===== config.mk =====
export PLATFORM = sky130hd
export DESIGN_NAME = dct_sched
export DESIGN_NICKNAME = d
export VERILOG_FILES = /design/src/rtl/dct_sched.sv
export SDC_FILE = /design/constraint.sdc
export NUM_CORES = 1
export LEC_CHECK = 0
export CAP_MARGIN = 25
export CORE_ASPECT_RATIO = 1.4
export CORE_MARGIN = 4
export CORE_UTILIZATION = 40
export DETAILED_ROUTE_END_ITERATION = 16
export DONT_BUFFER_PORTS = 1
export GPL_ROUTABILITY_DRIVEN = 0
export PLACE_DENSITY = 0.52
export SYNTH_ARGS = -nofsm -noshare
export SYNTH_HDL_FRONTEND = slang
export SYNTH_SLANG_ARGS = --single-unit

===== constraint.sdc =====
create_clock -name clk -period 2.9 [get_ports clk]
set_input_delay 0.29 -clock clk [delete_from_list [all_inputs] [get_ports clk]]
set_output_delay 0.29 -clock clk [all_outputs]
set_load 0.02 [all_outputs]

===== src/rtl/dct_sched.sv =====
// dct_sched: sequencer for the 8x8 2-D DCT datapath.
// Walks the row pass then the column pass, one MAC term per cycle, drives the
// cos-table indices, the sample-buffer read address and the MAC strobes, and
// tags each finished coefficient for the transpose/output writer.
// Optional feature: define DCT_SCHED_ABORT_EN to add the abort/aborted ports.
module dct_sched #(
  parameter int LAT = 2  // cycles from issue to operands at the MAC input
) (
  input  logic       clk,
  input  logic       rst,
  input  logic       start,
`ifdef DCT_SCHED_ABORT_EN
  input  logic       abort,
  output logic       aborted,
`endif
  output logic       busy,
  output logic       done,
  output logic [2:0] tab_u,
  output logic [2:0] tab_x,
  output logic       src_rd,
  output logic [2:0] src_row,
  output logic [2:0] src_col,
  output logic       mac_clr,
  output logic       mac_en,
  output logic       res_valid,
  output logic       res_pass,
  output logic [2:0] res_line,
  output logic [2:0] res_u
);

  localparam int FW = $clog2(LAT + 2);

  typedef enum logic [1:0] {IDLE, RUN, FLUSH} state_t;

  // One issued term as it travels towards the MAC.
  typedef struct packed {
    logic       en;     // a term was issued
    logic       first;  // x == 0: MAC loads instead of accumulating
    logic       last;   // x == 7: coefficient complete after this term
    logic       pass;
    logic [2:0] line;
    logic [2:0] u;
  } term_t;

  state_t            state;
  logic              pass;
  logic [8:0]        cnt;        // {line, u, x} of the next term to issue
  logic [FW-1:0]     flush_cnt;
  logic [2:0]        iss_line;
  term_t [LAT-1:0]   pipe;

  logic              kill;
  logic              issue_now;
  logic [8:0]        issue_term;
  logic              issue_pass;

`ifdef DCT_SCHED_ABORT_EN
  assign kill = abort && (state != IDLE);
`else
  assign kill = 1'b0;
`endif

  // Decide whether a term is issued at the coming edge, and which one.
  always_comb begin
    // NOTE: every signal gets a default first so no path leaves it unassigned (no latch).
    issue_now  = 1'b0;
    issue_term = cnt;
    issue_pass = pass;
    case (state)
      IDLE: if (start) begin
        issue_now  = 1'b1;
        issue_term = '0;
        issue_pass = 1'b0;
      end
      RUN:   issue_now = (cnt != 9'd0);  // cnt wraps to 0 after term 511
      FLUSH: if (flush_cnt == FW'(LAT) && !pass) begin
        issue_now  = 1'b1;
        issue_term = '0;
        issue_pass = 1'b1;
      end
      default: ;
    endcase
    if (kill) issue_now = 1'b0;
  end

  // Control FSM, term counters and the registered issue-stage outputs.
  always_ff @(posedge clk) begin
    if (!rst) begin
      state     <= IDLE;
      pass      <= 1'b0;
      cnt       <= '0;
      flush_cnt <= '0;
      iss_line  <= '0;
      busy      <= 1'b0;
      src_rd    <= 1'b0;
      tab_u     <= '0;
      tab_x     <= '0;
      src_row   <= '0;
      src_col   <= '0;
`ifdef DCT_SCHED_ABORT_EN
      aborted   <= 1'b0;
`endif
    end else begin
      // NOTE: non-blocking assignments so every register samples pre-edge values.
      src_rd <= issue_now;
      if (issue_now) begin
        cnt      <= issue_term + 9'd1;
        pass     <= issue_pass;
        tab_u    <= issue_term[5:3];
        tab_x    <= issue_term[2:0];
        iss_line <= issue_term[8:6];
        src_row  <= issue_pass ? issue_term[2:0] : issue_term[8:6];
        src_col  <= issue_pass ? issue_term[8:6] : issue_term[2:0];
      end
`ifdef DCT_SCHED_ABORT_EN
      aborted <= kill;
`endif
      if (kill) begin
        state <= IDLE;
        busy  <= 1'b0;
      end else begin
        case (state)
          IDLE: if (start) begin
            state <= RUN;
            busy  <= 1'b1;
          end
          RUN: if (cnt == 9'd0) begin
            state     <= FLUSH;
            flush_cnt <= '0;
          end
          FLUSH: if (flush_cnt == FW'(LAT)) begin
            if (!pass) begin
              state <= RUN;
            end else begin
              state <= IDLE;
              busy  <= 1'b0;
            end
          end else begin
            flush_cnt <= flush_cnt + 1'b1;
          end
          default: state <= IDLE;
        endcase
      end
    end
  end

  // Delay the issued terms by LAT to the MAC, and one more to the result tag.
  always_ff @(posedge clk) begin
    if (!rst || kill) begin
      // NOTE: the delay pipe is cleared on reset/abort so no stale term can strobe the MAC.
      pipe      <= '0;
      res_valid <= 1'b0;
      res_pass  <= 1'b0;
      res_line  <= '0;
      res_u     <= '0;
      done      <= 1'b0;
    end else begin
      pipe[0] <= '{en: src_rd, first: src_rd && (tab_x == 3'd0),
                   last: src_rd && (tab_x == 3'd7), pass: pass,
                   line: iss_line, u: tab_u};
      for (int i = 1; i < LAT; i++) pipe[i] <= pipe[i-1];
      res_valid <= pipe[LAT-1].last;
      done      <= pipe[LAT-1].last && pipe[LAT-1].pass &&
                   (pipe[LAT-1].line == 3'd7) && (pipe[LAT-1].u == 3'd7);
      if (pipe[LAT-1].last) begin
        res_pass <= pipe[LAT-1].pass;
        res_line <= pipe[LAT-1].line;
        res_u    <= pipe[LAT-1].u;
      end
    end
  end

  assign mac_en  = pipe[LAT-1].en;
  assign mac_clr = pipe[LAT-1].first;

endmodule


==> results.tsv, run 1 <==
metric	value	unit
outcome	complete, no violations	
grt_first_pass_wirelength	8.35	mm
ys_async_sr_fraction	0	%
synth_most_common_cell	dfxtp_1	
rsz0062_at_grt	no	
clkSlewWorstSetupHoldPaths	0.07	ns
start_util	41.5	%
cts_htree_levels	3	
yosysTopAreaCell	dfxtp_1	
postSynthCellCount	245	
grt_pass1_vias	1682	
whs	0.0744	ns
final_cell_area	2510	um^2
yosysTopAreaCellShare	52.4	%
syn_nets	250	
critPathMaxFanout	10	
fin_setup_tns	0	ns
maxSlewViolCount	0	
ys_types	42	
wire_per_inst	15.9	um
power	1.74	mW
required	3.18	ns
layout.cells.non_filler	315	
min_path_type	in -> reg	
synth_common_cells	dfxtp_1 (60), nand3_1 (26), nor2_1 (23)	
syn_area	2290	um^2
grt_overflow	0	
register_area	1200	um^2
leakage	0.930	nW
synthMuxAreaShare	3.93	%
yosys-top-cells-area	dfxtp_1 (52%), nand3_1 (5.7%), and2_1 (5.2%), mux2i_1 (3.9%), nor2_1 (3.8%)	
synth_xor_area_share	1.53	%
core-area	5530	um^2
io_pins	28	
die_h	97.6	um
yosys_warnings	0	
dpl_worst_slack	0.880	ns
finalSetupViolCount	0	
synthFlopType	dfxtp_1	
cts_made_buffers	9	
die_w	72.0	um
worst_slew_pin_slew	0.713	ns
cts.sinks	60	
worst_slack	0.863	ns
path_class	reg -> reg	
powerDensity	691	nW/um^2
portBuffers	0	
area_delta_synth_final	9.60	%
cap_viol_max_count	0	
antenna_left	0	
fin_util	45.5	%
vias	1759	
dieArea	7030	um^2
multi_input_area	991	um^2
synth-adder-area-share	1.09	%
finalNetCount	247	
grt_max_degree	29	
synth_seq_cells	60	
drt_first_pass_iters	5	
end_kind	register	
cts_hold_buf	0	
antenna_found_initial	0	
relSlewSlack	52.4	%
dpl.cell_count	299	
place_area	2310	um^2
nFillCells	566	
synth_edf_count	0	
postCtsSetupRepairBufs	0	
crit_path_max_incr_delay	0.50	ns
critPathSlowestCell	or3b_1	
avgViaCountPerCell	5.58	
syn_area_per_cell	9.36	um^2
vdd_drop_max	0.288	mV
crit_arrival	2.31	ns
skew	0.00575	ns
clockRootBuffer	clkbuf_8	
num_rows	32	
max_freq	0.491	GHz
diodes	0	
crit_chain	or3b_1 -> and3_1 -> ha_1 -> a2111oi_0 -> a31o_2	
drtIter0Drc	102	
drive_gt1_share	8.50	%
cts_tree	built	
cts_buffer_depth	2	
yosys.area_share.simple	25.5	%
routed_wl	5.00	mm
synth_top_family_by_area	simple AND/OR/NAND/NOR gates	
post_cts_resized	0	
synth-seq-area-share	52.4	%
period_share	70.2	%
drc_errors	0	
synth_compound_area_share	11.1	%
min_period	2.04	ns
place_hpwl	3.45	mm
worstSkewPairLatency	0.33	ns
critPathLaunchType	register	
hold_viol_final	0	
grtUsageTotal	15.4	%
==> critical path, delay by kind of cell, from the launching register on <==
| family | cells | cell delay [ns] |
|---|---|---|
| AND/OR/NAND/NOR | 2 | 0.76 |
| flip-flops | 1 | 0.42 |
| adder cells (fa/ha/maj) | 1 | 0.24 |
| AO/OA/AOI/OAI | 2 | 0.56 |
==> registers in the layout, indices dropped and copies added, names as in the netlist, 2 cells and up <==
register,count
cnt,9
flush_cnt,2
iss_line,3
pipe,18
res_line,3
res_u,3
src_col,3
src_row,3
state,2
tab_u,3
tab_x,3
==> cells by family (layout without fill, tap and decap cells) <==
logic type	count (synthesis)	after routing
simple gates	111	111
flops	60	60
compound gates	38	38
buf+inv	21	23
mux	9	9
xor+xnor	4	4
fa+ha+maj	2	2
==> cells in the final DEF, fill, tap and decap left out, drive strengths merged, types with 3 or more instances in the layout <==
| cell type | n |
|---|---|
| dfxtp | 60 |
| nand3 | 26 |
| nor2 | 23 |
| and2 | 20 |
| a21oi | 14 |
| clkbuf | 12 |
| nand2 | 10 |
| mux2i | 9 |
| nor3 | 8 |
| nand4 | 7 |
| inv | 5 |
| o21ai | 5 |
| and3 | 4 |
| a311oi | 4 |
| nand2b | 3 |
| xnor2 | 3 |
==> report_power, final <==
part / total, mW / leakage [nW] / internal, mW / switching, mW
Sequential: 0.879 / 0.486 / 0.844 / 0.0342
Combinational: 0.103 / 0.342 / 0.0329 / 0.0702
Clock: 0.755 / 0.102 / 0.441 / 0.314
Total: 1.74 / 0.930 / 1.32 / 0.419
==> final timing paths <==
kind	slack, ns	start	depth (start not counted)	endpoint
min	0.07	rst	1	pipe[11]
max	0.86	state[1]	5	cnt[2]
max reg2reg	0.86	state[1]	5	cnt[2]
min reg2reg	0.43	pipe[7]	1	pipe[17]
==> metal layers <==
metal / track usage, % / part of all wire, % / up-vias
met5: 0 / 0 / -
met4: 10.4 / 4.2 / 0
met3: 5.49 / 5.0 / 18
met2: 24.7 / 51 / 50
met1: 16.7 / 40 / 833
li1: - / - / 858
==> final cells by class <==
| class | instances | share of cell area (%) |
|---|---|---|
| timing repair buffer | 2 | 0.597 |
| sequential | 60 | 47.8 |
| clock inverter | 4 | 1.89 |
| clock buffer | 12 | 6.17 |
| tap | 68 | 3.38 |
| multi-input combinational | 164 | 39.4 |
| inverter | 5 | 0.747 |
(Power assumes the default switching activity.)
==> run 2: changes to the inputs <==
--- a/config.mk
+++ b/config.mk
@@ -5,6 +5,7 @@
 export SDC_FILE = /design/constraint.sdc
 export NUM_CORES = 1
 export LEC_CHECK = 0
+export ABC_AREA = 1
 export CAP_MARGIN = 25
 export CORE_ASPECT_RATIO = 1.4
 export CORE_MARGIN = 4
==> constraint.sdc (replaced) <==
create_clock -name clk -period 1.96 [get_ports clk]
set_input_delay 0.196 -clock clk [delete_from_list [all_inputs] [get_ports clk]]
set_output_delay 0.196 -clock clk [all_outputs]
set_load 0.02 [all_outputs]
==> results.tsv, run 2 <==
metric	value	unit
yosys-top-cells-area	dfxtp_1 (52%), nand2_1 (11%), inv_1 (6.9%), nor2_1 (4.5%), o21ai_0 (3.9%)	
grt_pass1_vias	1697	
largest_reg_flops	18	
powerDensity	1050	nW/um^2
min_path_type	in -> reg	
clockRootBuffer	clkbuf_8	
core-area	5570	um^2
worstSkewPairLatency	0.34	ns
synth-seq-area-share	51.5	%
synth_top_family_by_area	simple AND/OR/NAND/NOR gates	
maxSlewViolCount	0	
yosys.area_share.simple	26.4	%
ys_async_sr_fraction	0	%
outcome	complete, no violations	
synth_compound_area_share	10.9	%
rsz0062_at_grt	yes	
required	2.24	ns
io_pins	28	
start_util	41.9	%
path_buf_inv	5	
leakage	1.39	nW
routed_wl	5.12	mm
grt_overflow	0	
r2r-end	src_row[0]	
postSynthCellCount	288	
cp_common_cell	nand2_4	
die_w	72.5	um
cap_viol_max_count	0	
hold_depth	2	
synth_common_cells	nand2_1 (68), dfxtp_1 (60), inv_1 (43)	
vias	1843	
diodes	0	
place_hpwl	3.38	mm
grt_first_pass_wirelength	8.31	mm
critPathLaunch	flush_cnt[1]	
register_area	1200	um^2
top_register	pipe	
fin_setup_tns	0	ns
timing.rr.start	flush_cnt[1]	
ys_types	28	
antenna_left	0	
grt_most_used_layer	met2	
synth-adder-area-share	1.07	%
yosysTopAreaCell	dfxtp_1	
hold_viol_final	0	
vdd_drop_max	0.400	mV
drive_gt1_share	18.8	%
antenna_found_initial	0	
cts_made_buffers	9	
period_share	93.8	%
cts_htree_levels	3	
gr-usage-met1	18.1	%
cts.sinks	60	
synthMuxAreaShare	0	%
final_cell_area	2740	um^2
r2r_slack	0.12	ns
clkSlewWorstSetupHoldPaths	0.06	ns
reg2reg_depth	13	
relSlewSlack	69.0	%
num_rows	32	
wire_per_inst	13.6	um
nFillCells	579	
cp.depth	13	
die_h	98.4	um
path_class	reg -> reg	
cts_tree	built	
synth_seq_cells	60	
critPathMaxFanout	25	
biggestRegsByFlops	pipe x18, cnt x9	
synthFlopType	dfxtp_1	
yosys_warnings	0	
skew	0.0103	ns
min_period	1.84	ns
hold_path.startpoint	rst	
drt_first_pass_iters	4	
end_kind	register	
syn_nets	293	
finalNetCount	309	
multi_input_area	947	um^2
crit_arrival	2.12	ns
place_area	2410	um^2
grt_util_met3	5.77	%
crit_chain	ha_4 -> inv_2 -> nor2_2 -> nand2_4 -> nand2_4 -> inv_4 -> buf_4 -> buf_4 -> nand2_8 -> nand2_4 -> inv_4 -> o211ai_1 -> nand2_1	
portBuffers	0	
synth_edf_count	0	
final_cell_mix	nand2_1 (65), dfxtp_1 (59), inv_1 (38), nor2_1 (28), o21ai_0 (18)	
grt_max_degree	33	
crit_path_max_incr_delay	0.38	ns
grtUsageTotal	15.5	%
critPathLaunchType	register	
drtIter0Drc	122	
cp_top_family	simple AND/OR/NAND/NOR gates	
syn_area	2330	um^2
worst_slew_pin_slew	0.464	ns
finalSetupViolCount	0	
critPathSlowestCell	dfxtp_1	
grt_use_met2	23.7	%
max_freq	0.544	GHz
drc_errors	0	
avgViaCountPerCell	4.89	
crit_end	src_row[0]	
dieArea	7130	um^2
syn_area_per_cell	8.10	um^2
yosysTopAreaCellShare	51.5	%
synth_xor_area_share	0.376	%
final_common_cell	nand2_1	
area_delta_synth_final	17.6	%
synth_most_common_cell	nand2_1	
cts_buffer_depth	2	
## run 2: cell count changes after synthesis, moves of 6 or more
| cell | previous run | this run |
|---|---|---|
| nand2_1 | 10 | 68 |
| inv_1 | 5 | 43 |
| and2_1 | 19 | 0 |
| nand3_1 | 26 | 12 |
| o21ai_0 | 5 | 18 |
| mux2i_1 | 9 | 0 |
| nor3_1 | 8 | 1 |
| nor2_2 | 0 | 6 |
## run 2: where the power goes
part           leakage (nW)  total (mW)  switching [mW]  internal [mW]
Clock                 0.102        1.12           0.473          0.652
Sequential            0.488        1.40          0.0973           1.30
Combinational         0.804       0.362           0.223          0.139
Total                  1.39        2.89           0.793           2.10
## run 2: area by class of cell
| type | count | area share, % |
|---|---|---|
| sequential | 60 | 43.8 |
| multi-input combinational | 174 | 34.5 |
| inverter | 46 | 6.66 |
| clock buffer | 12 | 5.66 |
| timing repair buffer | 13 | 4.47 |
| tap | 68 | 3.10 |
| clock inverter | 4 | 1.73 |
## run 2: cell families (layout without fill, tap and decap cells)
kind of cell,Yosys count,count (layout)
flops,60,60
buf+inv,54,75
xor+xnor,1,1
fa+ha+maj,2,2
simple gates,131,131
compound gates,40,40
## run 2: worst min-delay path by stage
| stage | to | slack (ns) |
|---|---|---|
| 6_report | done | 0.02 |
| 4_1_cts | done | 0.003 |
| 2_1_floorplan | mac_clr | 0.39 |
| 3_5_place_dp | mac_en | 0.30 |
| 5_1_grt | done | 0.0006 |
| 3_3_place_gp | mac_en | 0.29 |
## run 2: metal layers
metal  up-vias  share of wire, %
met4         0               3.7
met2        46                48
met1       840                42
met3        14               5.5
met5         -                 0
li1        943                 -
## run 2: what timing repair did
item / 4_1_cts / 5_1_grt
endpoints found under the hold margin: 32 / 0
hold buffers: 2 / 0
endpoints found under the setup margin: 1 / 3
gates resized for setup: 3 / 14
pin swaps: 3 / 7
buffers inserted: 1 / 3
## run 2: through the flow
stage / power, mW / setup WS [ns] / instances / util [%] / hold slack [ns]
6_report: 2.89 / 0.121 / 377 / 49.3 / 0.0204
5_1_grt: 3.03 / -0.0259 / 377 / 49.3 / 0.000563
4_1_cts: 2.88 / 0.0214 / 373 / 47.6 / 0.00336
3_5_place_dp: 1.73 / 0.00178 / 354 / 43.4 / 0.299
3_3_place_gp: 1.73 / 0.0648 / 354 / 43.4 / 0.294
2_1_floorplan: 1.66 / 0.0101 / 288 / - / 0.390
==> run 3: changes to the inputs <==
--- a/config.mk
+++ b/config.mk
@@ -14,6 +14,7 @@
 export DONT_BUFFER_PORTS = 1
 export GPL_ROUTABILITY_DRIVEN = 0
 export PLACE_DENSITY = 0.52
+export REMOVE_ABC_BUFFERS = 1
 export SYNTH_ARGS = -nofsm -noshare
 export SYNTH_HDL_FRONTEND = slang
 export SYNTH_SLANG_ARGS = --single-unit
==> results.tsv, run 3 (synthesis gave the netlist of run 2 again) <==
metric	value	unit
outcome	complete, no violations	
diodes	0	
final_cell_mix	nand2_1 (65), dfxtp_1 (59), inv_1 (39), nor2_1 (28), o21ai_0 (18)	
grt_pass1_vias	1668	
vias	1819	
hold_viol_final	0	
grt_max_degree	36	
core-area	5570	um^2
min_path_type	in -> reg	
clkSlewWorstSetupHoldPaths	0.06	ns
timing.rr.start	flush_cnt[0]	
p_int	2.19	mW
grt_first_pass_wirelength	8.15	mm
avgViaCountPerCell	4.81	
min_period	1.92	ns
fin_setup_tns	0	ns
critPathLaunch	flush_cnt[0]	
clock_power_share	41.2	%
routed_wl	5.03	mm
critPathMaxFanout	4	
end_kind	register	
num_rows	32	
place_area	2420	um^2
grtUsageTotal	15.1	%
die_h	98.4	um
maxSlewViolCount	0	
place_hpwl	3.24	mm
cts_tree	built	
required	2.19	ns
worstSkewPairLatency	0.34	ns
start_util	41.9	%
portBuffers	0	
rsz0062_at_grt	yes	
cp_common_cell	nand2_4	
crit_path_max_incr_delay	0.34	ns
critPathSlowestCell	dfxtp_2	
crit_chain	inv_2 -> ha_4 -> inv_2 -> nor2_2 -> nand2_4 -> nand2_4 -> inv_4 -> nand2_4 -> inv_4 -> ha_4 -> nand2_2 -> inv_1 -> nand4_1 -> nor2_2 -> buf_4 -> nand3_2 -> nand2_1 -> nor2_1	
reg2reg_depth	18	
period_share	97.7	%
antenna_found_initial	0	
critPathLaunchType	register	
finalNetCount	310	
power_frac_seq	46.9	%
die_w	72.5	um
biggestRegsByFlops	pipe x18, cnt x9	
finalSetupViolCount	0	
cts_made_buffers	9	
r2r_slack	0.04	ns
drive_gt1_share	19.7	%
crit_arrival	2.15	ns
wire_per_inst	13.3	um
worst_slew_pin_slew	0.399	ns
r2r-end	cnt[6]	
antenna_left	0	
power	2.99	mW
vdd_drop_max	0.549	mV
sw_frac_of_total	26.8	%
drtIter0Drc	86	
largest_reg_flops	18	
p_comb_share	11.9	%
fin_util	49.7	%
relSlewSlack	73.3	%
clockRootBuffer	clkbuf_8	
cts_htree_levels	3	
crit_end	cnt[6]	
path_class	reg -> reg	
grt_overflow	0	
leakage	1.40	nW
drc_errors	0	
cts.sinks	60	
switching_power	0.801	mW
drt_first_pass_iters	4	
final_common_cell	nand2_1	
cap_viol_max_count	0	
top_register	pipe	
powerDensity	1080	nW/um^2
max_freq	0.522	GHz
dieArea	7130	um^2
io_pins	28	
final_cell_area	2770	um^2
cts_buffer_depth	2	
skew	0.00712	ns
area_delta_synth_final	18.6	%
## run 3: metal layers
metal | vias to the layer above | global-route usage, % | wire, um
li1 | 940 | - | -
met1 | 822 | 18.2 | 2200
met2 | 41 | 22.4 | 2410
met3 | 16 | 6.08 | 231
met4 | 0 | 8.38 | 192
met5 | - | 0 | 0
## run 3: timing repair
action | 4_1_cts | 5_1_grt
buffers inserted | 0 | 5
setup endpoints to repair | 3 | 3
hold buffers | 2 | 0
pin swaps | 1 | 7
gates resized for setup | 4 | 12
hold endpoints to repair | 35 | 0
## run 3: through the flow
step	std cells	hold WS, ns	setup slack (ns)
6_report	378	0.0166	0.0450
3_5_place_dp	355	0.298	-0.0408
2_1_floorplan	280	0.289	-0.0135
5_1_grt	378	0.0312	-0.0483
3_3_place_gp	355	0.298	0.0560
4_1_cts	373	0.00875	0.00917
## run 3: power groups by stage
stage	logic, mW	clock network, mW	registers, mW
floorplan	0.226	0	1.41
global placement	0.298	0	1.42
detailed placement	0.302	0	1.42
CTS	0.329	1.26	1.39
global route	0.394	1.33	1.41
finish	0.356	1.23	1.40
## run 3: how the worst min path moves through the flow
stage,start,endpoint,cells past startpoint
after global routing,rst,src_row[2],2
after global placement,rst,mac_clr,2
after floorplan,rst,mac_clr,2
after detailed placement,rst,mac_clr,2
final,rst,src_row[2],2
after CTS,rst,src_row[2],2
## run 3: cell type report
cell class              instances  area (um^2)
clock inverters                 6         87.6
repair buffers                 14          120
inverters                      46          180
well taps                      68         85.1
clock buffers                  10          138
flip-flops and latches         60         1200
multi-input cells             174          952
fillers                       571         2800
## run 3: worst max-delay path, delay by kind of cell, from the launching register on
family,cells,cell delay (ns)
adders and majority gates,2,0.31
and+or+nand+nor,10,0.72
DFF,1,0.34
buffers and inverters,6,0.43
